===== src/rtl/vexec_pkg.sv =====
// Shared opcode encodings, flag bit positions and FSM states for the vector execute unit.
// Optional VEXEC_XOR_OP_EN makes ALUControl 100 a legal bitwise XOR.
package vexec_pkg;

    localparam logic [2:0] OP_ADD = 3'b000;
    localparam logic [2:0] OP_SUB = 3'b001;
    localparam logic [2:0] OP_MUL = 3'b010;
    localparam logic [2:0] OP_SLL = 3'b011;
    localparam logic [2:0] OP_XOR = 3'b100;
    localparam logic [2:0] OP_SRL = 3'b111;

    localparam int FLAG_N = 3;
    localparam int FLAG_Z = 2;
    localparam int FLAG_C = 1;
    localparam int FLAG_V = 0;

    typedef enum logic [1:0] {IDLE, BUSY, DONE} state_t;

    function automatic logic op_legal(input logic alu_sel, input logic [2:0] ctl);
        logic ok;
        case (ctl)
            OP_ADD, OP_SUB, OP_MUL, OP_SLL, OP_SRL: ok = 1'b1;
`ifdef VEXEC_XOR_OP_EN
            OP_XOR: ok = 1'b1;
`endif
            default: ok = 1'b0;
        endcase
        return ok && !alu_sel;
    endfunction

endpackage


===== src/rtl/vexec_lane.sv =====
// Combinational single-lane integer ALU producing result plus carry and overflow.
// XOR (ALUControl 100) exists only when VEXEC_XOR_OP_EN is defined.
module vexec_lane
    import vexec_pkg::*;
#(
    parameter int WIDTH = 8
) (
    input  logic [2:0]       op,
    input  logic [WIDTH-1:0] a,
    input  logic [WIDTH-1:0] b,
    output logic [WIDTH-1:0] result,
    output logic             c,
    output logic             v
);

    localparam int SHW = (WIDTH > 1) ? $clog2(WIDTH) : 1;

    logic [SHW-1:0]     amt;
    logic [WIDTH:0]     sum;
    logic [WIDTH:0]     shl;
    logic [WIDTH:0]     shr;
    logic [2*WIDTH-1:0] prod;

    assign amt = b[SHW-1:0];

    always_comb begin
        result = '0;
        c      = 1'b0;
        v      = 1'b0;
        sum    = {1'b0, a} + {1'b0, b};
        prod   = {{WIDTH{1'b0}}, a} * {{WIDTH{1'b0}}, b};
        // One extra bit on the far side of each shift catches the last bit shifted out.
        shl    = {1'b0, a} << amt;
        shr    = {a, 1'b0} >> amt;
        case (op)
            OP_ADD: begin
                result = sum[WIDTH-1:0];
                c      = sum[WIDTH];
                v      = (a[WIDTH-1] == b[WIDTH-1]) && (result[WIDTH-1] != a[WIDTH-1]);
            end
            OP_SUB: begin
                result = a - b;
                c      = (a >= b);
                v      = (a[WIDTH-1] != b[WIDTH-1]) && (result[WIDTH-1] != a[WIDTH-1]);
            end
            OP_MUL: begin
                result = prod[WIDTH-1:0];
                c      = |prod[2*WIDTH-1:WIDTH];
            end
            OP_SLL: begin
                result = shl[WIDTH-1:0];
                c      = shl[WIDTH];
            end
            OP_SRL: begin
                result = shr[WIDTH:1];
                c      = shr[0];
            end
`ifdef VEXEC_XOR_OP_EN
            OP_XOR: result = a ^ b;
`endif
            default: ;
        endcase
    end

endmodule


===== src/rtl/vector_exec_unit.sv =====
// Execute-stage ALU: 1-cycle scalar ops, lane-serial vector ops, NZCV flag register.
// Optional VEXEC_XOR_OP_EN enables ALUControl 100 = XOR.
module vector_exec_unit
    import vexec_pkg::*;
#(
    parameter int DATA_W          = 32,
    parameter int LANES           = 16,
    parameter int LANE_W          = 8,
    parameter int LANES_PER_CYCLE = 4
) (
    input  logic                    clk,
    input  logic                    rst_n,
    input  logic                    InValid,
    output logic                    InReady,
    input  logic                    IsVector,
    input  logic [2:0]              ALUControl,
    input  logic                    ALUSel,
    input  logic [1:0]              FlagWrite,
    input  logic [LANES*LANE_W-1:0] SrcA,
    input  logic [LANES*LANE_W-1:0] SrcB,
    input  logic                    Flush,
    output logic                    OutValid,
    input  logic                    OutReady,
    output logic [LANES*LANE_W-1:0] Result,
    output logic                    Error,
    output logic [3:0]              Flags
);

    localparam int VEC_W = LANES * LANE_W;
    localparam int GRP_W = LANES_PER_CYCLE * LANE_W;
    localparam int STEPS = LANES / LANES_PER_CYCLE;
    localparam int CNT_W = (STEPS > 1) ? $clog2(STEPS) : 1;

    state_t           state, next_state;
    logic [2:0]       op_q;
    logic [1:0]       fw_q;
    logic [VEC_W-1:0] a_q, b_q, res_q;
    logic             err_q;
    logic [3:0]       flags_q, flags_d;
    logic [CNT_W-1:0] step_q;
    logic             acc_n, acc_z, acc_c, acc_v;

    logic busy, legal, accept, last, done_now, flag_we;
    logic [1:0] fw_sel;
    logic [3:0] f_val, vec_f;

    assign busy     = (state == BUSY);
    assign legal    = op_legal(ALUSel, ALUControl);
    assign InReady  = (state == IDLE) || ((state == DONE) && OutReady);
    assign accept   = InValid && InReady && !Flush;
    assign done_now = !legal || !IsVector || (STEPS == 1);
    assign OutValid = (state == DONE);
    assign Result   = res_q;
    assign Error    = err_q;
    assign Flags    = flags_q;

    // Lane group 0 is computed straight from the inputs on acceptance; later groups use registered operands.
    logic [2:0]       grp_op;
    logic [VEC_W-1:0] grp_src_a, grp_src_b;
    logic [CNT_W-1:0] grp_idx;
    logic [GRP_W-1:0] grp_a, grp_b;

    assign grp_op    = busy ? op_q : ALUControl;
    assign grp_src_a = busy ? a_q : SrcA;
    assign grp_src_b = busy ? b_q : SrcB;
    assign grp_idx   = busy ? step_q : '0;
    assign grp_a     = grp_src_a[int'(grp_idx)*GRP_W +: GRP_W];
    assign grp_b     = grp_src_b[int'(grp_idx)*GRP_W +: GRP_W];
    assign last      = busy ? (step_q == CNT_W'(STEPS-1)) : (STEPS == 1);

    logic [LANES_PER_CYCLE-1:0][LANE_W-1:0] grp_res;
    logic [LANES_PER_CYCLE-1:0]             grp_c, grp_v;

    for (genvar i = 0; i < LANES_PER_CYCLE; i++) begin : g_lane
        vexec_lane #(.WIDTH(LANE_W)) u_lane (
            .op     (grp_op),
            .a      (grp_a[i*LANE_W +: LANE_W]),
            .b      (grp_b[i*LANE_W +: LANE_W]),
            .result (grp_res[i]),
            .c      (grp_c[i]),
            .v      (grp_v[i])
        );
    end

    logic [DATA_W-1:0] sc_res;
    logic              sc_c, sc_v;

    vexec_lane #(.WIDTH(DATA_W)) u_scalar (
        .op     (ALUControl),
        .a      (SrcA[DATA_W-1:0]),
        .b      (SrcB[DATA_W-1:0]),
        .result (sc_res),
        .c      (sc_c),
        .v      (sc_v)
    );

    // Vector flag reduction: running accumulators merged with the current lane group.
    always_comb begin
        logic gn;
        gn = 1'b0;
        for (int i = 0; i < LANES_PER_CYCLE; i++) gn = gn | grp_res[i][LANE_W-1];
        vec_f[FLAG_N] = (busy && acc_n) || gn;
        vec_f[FLAG_Z] = (!busy || acc_z) && (grp_res == '0);
        vec_f[FLAG_C] = (busy && acc_c) || (|grp_c);
        vec_f[FLAG_V] = (busy && acc_v) || (|grp_v);
    end

    always_comb begin
        flag_we = 1'b0;
        fw_sel  = FlagWrite;
        f_val   = '0;
        if (accept && legal && !IsVector) begin
            flag_we = 1'b1;
            f_val   = {sc_res[DATA_W-1], (sc_res == '0), sc_c, sc_v};
        end else if (accept && legal && (STEPS == 1)) begin
            flag_we = 1'b1;
            f_val   = vec_f;
        end else if (busy && !Flush && last) begin
            flag_we = 1'b1;
            fw_sel  = fw_q;
            f_val   = vec_f;
        end
        flags_d = flags_q;
        if (fw_sel[1]) begin
            flags_d[FLAG_N] = f_val[FLAG_N];
            flags_d[FLAG_Z] = f_val[FLAG_Z];
        end
        if (fw_sel[0]) begin
            flags_d[FLAG_C] = f_val[FLAG_C];
            flags_d[FLAG_V] = f_val[FLAG_V];
        end
    end

    always_ff @(posedge clk or negedge rst_n) begin
        if (!rst_n) state <= IDLE;
        else        state <= next_state;
    end

    always_comb begin
        next_state = state;
        case (state)
            IDLE, DONE: begin
                if (Flush)                            next_state = IDLE;
                else if (accept)                      next_state = done_now ? DONE : BUSY;
                else if (state == DONE && OutReady)   next_state = IDLE;
            end
            BUSY: begin
                if (Flush)     next_state = IDLE;
                else if (last) next_state = DONE;
            end
            default: next_state = IDLE;
        endcase
    end

    always_ff @(posedge clk or negedge rst_n) begin
        if (!rst_n) begin
            op_q    <= '0;
            fw_q    <= '0;
            a_q     <= '0;
            b_q     <= '0;
            res_q   <= '0;
            err_q   <= 1'b0;
            flags_q <= '0;
            step_q  <= '0;
            acc_n   <= 1'b0;
            acc_z   <= 1'b0;
            acc_c   <= 1'b0;
            acc_v   <= 1'b0;
        end else begin
            if (flag_we) flags_q <= flags_d;
            if (accept) begin
                op_q   <= ALUControl;
                fw_q   <= FlagWrite;
                a_q    <= SrcA;
                b_q    <= SrcB;
                err_q  <= !legal;
                step_q <= CNT_W'(1);
                if (!legal) begin
                    res_q <= '0;
                end else if (!IsVector) begin
                    res_q <= {{(VEC_W-DATA_W){1'b0}}, sc_res};
                end else begin
                    res_q[GRP_W-1:0] <= grp_res;
                    {acc_n, acc_z, acc_c, acc_v} <= vec_f;
                end
            end else if (busy && !Flush) begin
                res_q[int'(step_q)*GRP_W +: GRP_W] <= grp_res;
                step_q <= step_q + CNT_W'(1);
                {acc_n, acc_z, acc_c, acc_v} <= vec_f;
            end
        end
    end

endmodule


===== config.mk =====
export PLATFORM = sky130hd
export DESIGN_NAME = vector_exec_unit
export DESIGN_NICKNAME = d
export VERILOG_FILES = /design/src/rtl/vexec_pkg.sv /design/src/rtl/vexec_lane.sv /design/src/rtl/vector_exec_unit.sv
export SDC_FILE = /design/constraint.sdc
export NUM_CORES = 2
export LEC_CHECK = 0
export ABC_AREA = 1
export BUFFER_PORTS_ARGS = -buffer_cell sky130_fd_sc_hd__clkbuf_2
export CAP_MARGIN = 20
export CORE_UTILIZATION = 57
export CTS_CLUSTER_SIZE = 40
export DETAILED_ROUTE_END_ITERATION = 16
export PLACE_DENSITY_LB_ADDON = 0.05
export SLEW_MARGIN = 20
export SYNTH_ARGS = -nofsm -noshare
export SYNTH_HDL_FRONTEND = slang
export SYNTH_HIERARCHICAL = 1
export SYNTH_SLANG_ARGS = --single-unit
export TNS_END_PERCENT = 10

===== constraint.sdc =====
create_clock -name clk -period 13.3 [get_ports clk]
set_input_delay 1.995 -clock clk [delete_from_list [all_inputs] [get_ports clk]]
set_output_delay 1.995 -clock clk [all_outputs]
set_load 0.005 [all_outputs]

==> flow_summary.json <==
{
  "clk_latency_ns": 0.63,
  "drv_cap": 0,
  "cts.sinks": 402,
  "crit_arrival_ns": 11.31,
  "path_common_cell": "nand2_1",
  "dp_hpwl_mm": 246.8,
  "hold_buffers": 0,
  "busiest_layer": "met2",
  "cts_buffer_depth": 3,
  "die_h_um": 370.9,
  "critPathRequiredTime_ns": 13.86,
  "yosys-top-cells-area": "fa_1, nand2_1, dfrtp_1",
  "die_area_mm2": 0.1376,
  "clk_pin_slew_ns": 0.07,
  "min_from": "Result[70]",
  "slowest_delay_ns": 0.64,
  "initial_core_util_pct": 57.76,
  "setup_viol": 0,
  "status": "completed",
  "die_x_um": 370.9,
  "drc": 0,
  "final.period_utilization_pct": 80.85,
  "grtUsageTotal_pct": 44.77,
  "post-cts-setup-buffer-count": 0,
  "worstSetupPathType": "in -> reg",
  "maxSlewViolCount": 0,
  "synth_top_area_share_pct": 27.07,
  "rows": 134,
  "ys_async_sr_fraction_pct": 100.0,
  "tightest_slew_ns": 1.269,
  "synth_most_common_cell": "nand2_1",
  "core-area_mm2": 0.1343,
  "fin_tns_setup_ns": 0,
  "drt-initial-drc-count": 8952,
  "grt_pass1_wl_mm": 460.0,
  "ys_ff_latch": 402,
  "grt_pass1_vias": 75700,
  "wl_per_cell_um": 23.46,
  "antenna_found_initial": 20,
  "drt-total-wl_mm": 308.8,
  "cp-end-kind": "flip-flop",
  "crit_family": "adder cells",
  "postCtsResizedCells": 0,
  "synth_area_mm2": 0.07757,
  "ios": 403,
  "rsz0062_at_grt": "no",
  "synth_top_area_cell": "fa_1",
  "grtUsageMet3_pct": 12.29,
  "startpoint_type": "input pin",
  "relSlewSlack_pct": 15.04,
  "synth_fp_nets": 13160,
  "use_met1_pct": 55.43,
  "first_pass_iters": 7,
  "finalHoldViolCount": 0,
  "cts_tree": "yes",
  "path_max_fanout": 25,
  "grt_max_degree": 161,
  "finalCriticalPeriod_ns": 10.75,
  "place.gp.congestion": 1.106,
  "fin_skew_ns": 0.02353,
  "io_buffers": 402,
  "cts_buffers": 45,
  "nets": 13220,
  "hp-class": "reg -> reg",
  "synth_commonest_cells": "nand2_1, inv_1, fa_1",
  "nFillCells": 12570,
  "grt_overflow": 0,
  "yosysSeqAreaShare_pct": 12.97,
  "h-tree-depth": 2,
  "rr_startpoint": "state[1]",
  "drive_gt1_share_pct": 8.026,
  "synth_flop_cell": "dfrtp_1",
  "fmax_mhz": 93.00,
  "crit_buf_inv": 6,
  "syn_area_per_cell_um2": 6.869,
  "grtUsageMet2_pct": 68.50,
  "synth_cell_type_count": 72,
  "yosysWarnings": 6,
  "vias": 76170,
  "crit_slowest_cell": "clkbuf_2",
  "synthCells": 11290,
  "synth-edff-count": 0,
  "areaGrowthSynthToFinish_pct": 6.157,
  "via_per_inst": 5.787,
  "worstSetupStartpoint": "SrcA[12]",
  "cts_root_buf": "clkbuf_16",
  "ant_nets": 0
}
-- registers in the layout, indices dropped and copies added (netlist names) --
name,count
b_q,128
acc_v,1
acc_z,1
acc_n,1
Error,1
a_q,128
state,2
fw_q,2
Flags,4
acc_c,1
op_q,3
step_q,2
Result,128
-- layout make-up --
type	instances	area, µm²	share of cell area (%)
Antenna cell	6	15.01	0.01823
Clock buffer	56	1259	1.529
Clock inverter	23	324.1	0.3935
Inverter	2515	9453	11.48
Multi-Input combinational cell	7803	55580	67.50
Sequential cell	402	10060	12.22
Tap cell	1768	2212	2.686
Timing Repair Buffer	589	3438	4.175
-- worst reg2reg max path, delay by kind of cell (launching register included) --
| family | cells | cell delay [ns] |
|---|---|---|
| AO/OA/AOI/OAI | 4 | 1.04 |
| adder cells (fa/ha/maj) | 5 | 2.17 |
| buffers and inverters | 7 | 1.39 |
| flip-flops | 1 | 0.42 |
| AND/OR/NAND/NOR | 17 | 3.36 |
-- per-stage QoR --
step,setup slack (ns),cell area (µm²),instances,hold slack (ns),utilization [%]
floorplan,4.363,77570,11290,0.4491,-
global placement,2.258,80750,13080,0.4559,60.13
detailed placement,2.281,80750,13080,0.4582,60.13
CTS,2.878,82330,13160,0.4723,61.31
global route,2.475,82340,13160,0.4913,61.31
finish,2.547,82350,13160,0.4711,61.32
-- cell families (layout without fill, tap and decap cells) --
family,Yosys count,count (layout),share of synthesized area [%]
AO/OA/AOI/OAI,1398,1398,10.16
XOR/XNOR,37,37,0.4178
adder cells (fa/ha/maj),1595,1595,35.88
buffers and inverters,3088,3183,15.43
flip-flops,402,402,12.97
multiplexers,16,16,0.2065
other,0,6,0
AND/OR/NAND/NOR,4757,4757,24.94
-- placed cells by master, fill, tap and decap left out, types with 64 or more instances in the layout --
cell and count:
fa_1 1049, nand3_1 382, nand2_1 3576, nand4_1 115
dfrtp_1 400, a21oi_1 405, inv_2 64, ha_1 545
nor2_1 463, o21ai_1 128, o22ai_1 76, buf_4 186
inv_1 2447, clkbuf_2 398, o21ai_0 521
-- final timing paths --
| path | depth (start not counted) | end | slack, ns |
|---|---|---|---|
| worst max-delay path | 35 | Flags[2] | 2.55 |
| worst min-delay path | 2 | Result[70] | 0.47 |
| worst max register to register | 33 | Flags[2] | 4.87 |
| worst min register to register | 2 | Result[70] | 0.47 |
| max in group asynchronous | 3 | a_q[14] | 9.56 |
| min in group asynchronous | 1 | b_q[68] | 1.42 |
-- metal layers --
layer,wire length (µm),vias up
li1,-,34070
met1,114200,36370
met5,261,-
met3,36460,1060
met2,133400,4656
met4,24490,26
Power is not shown: default switching activity piles up to over one toggle a cycle in this logic, so the estimate is an artifact.
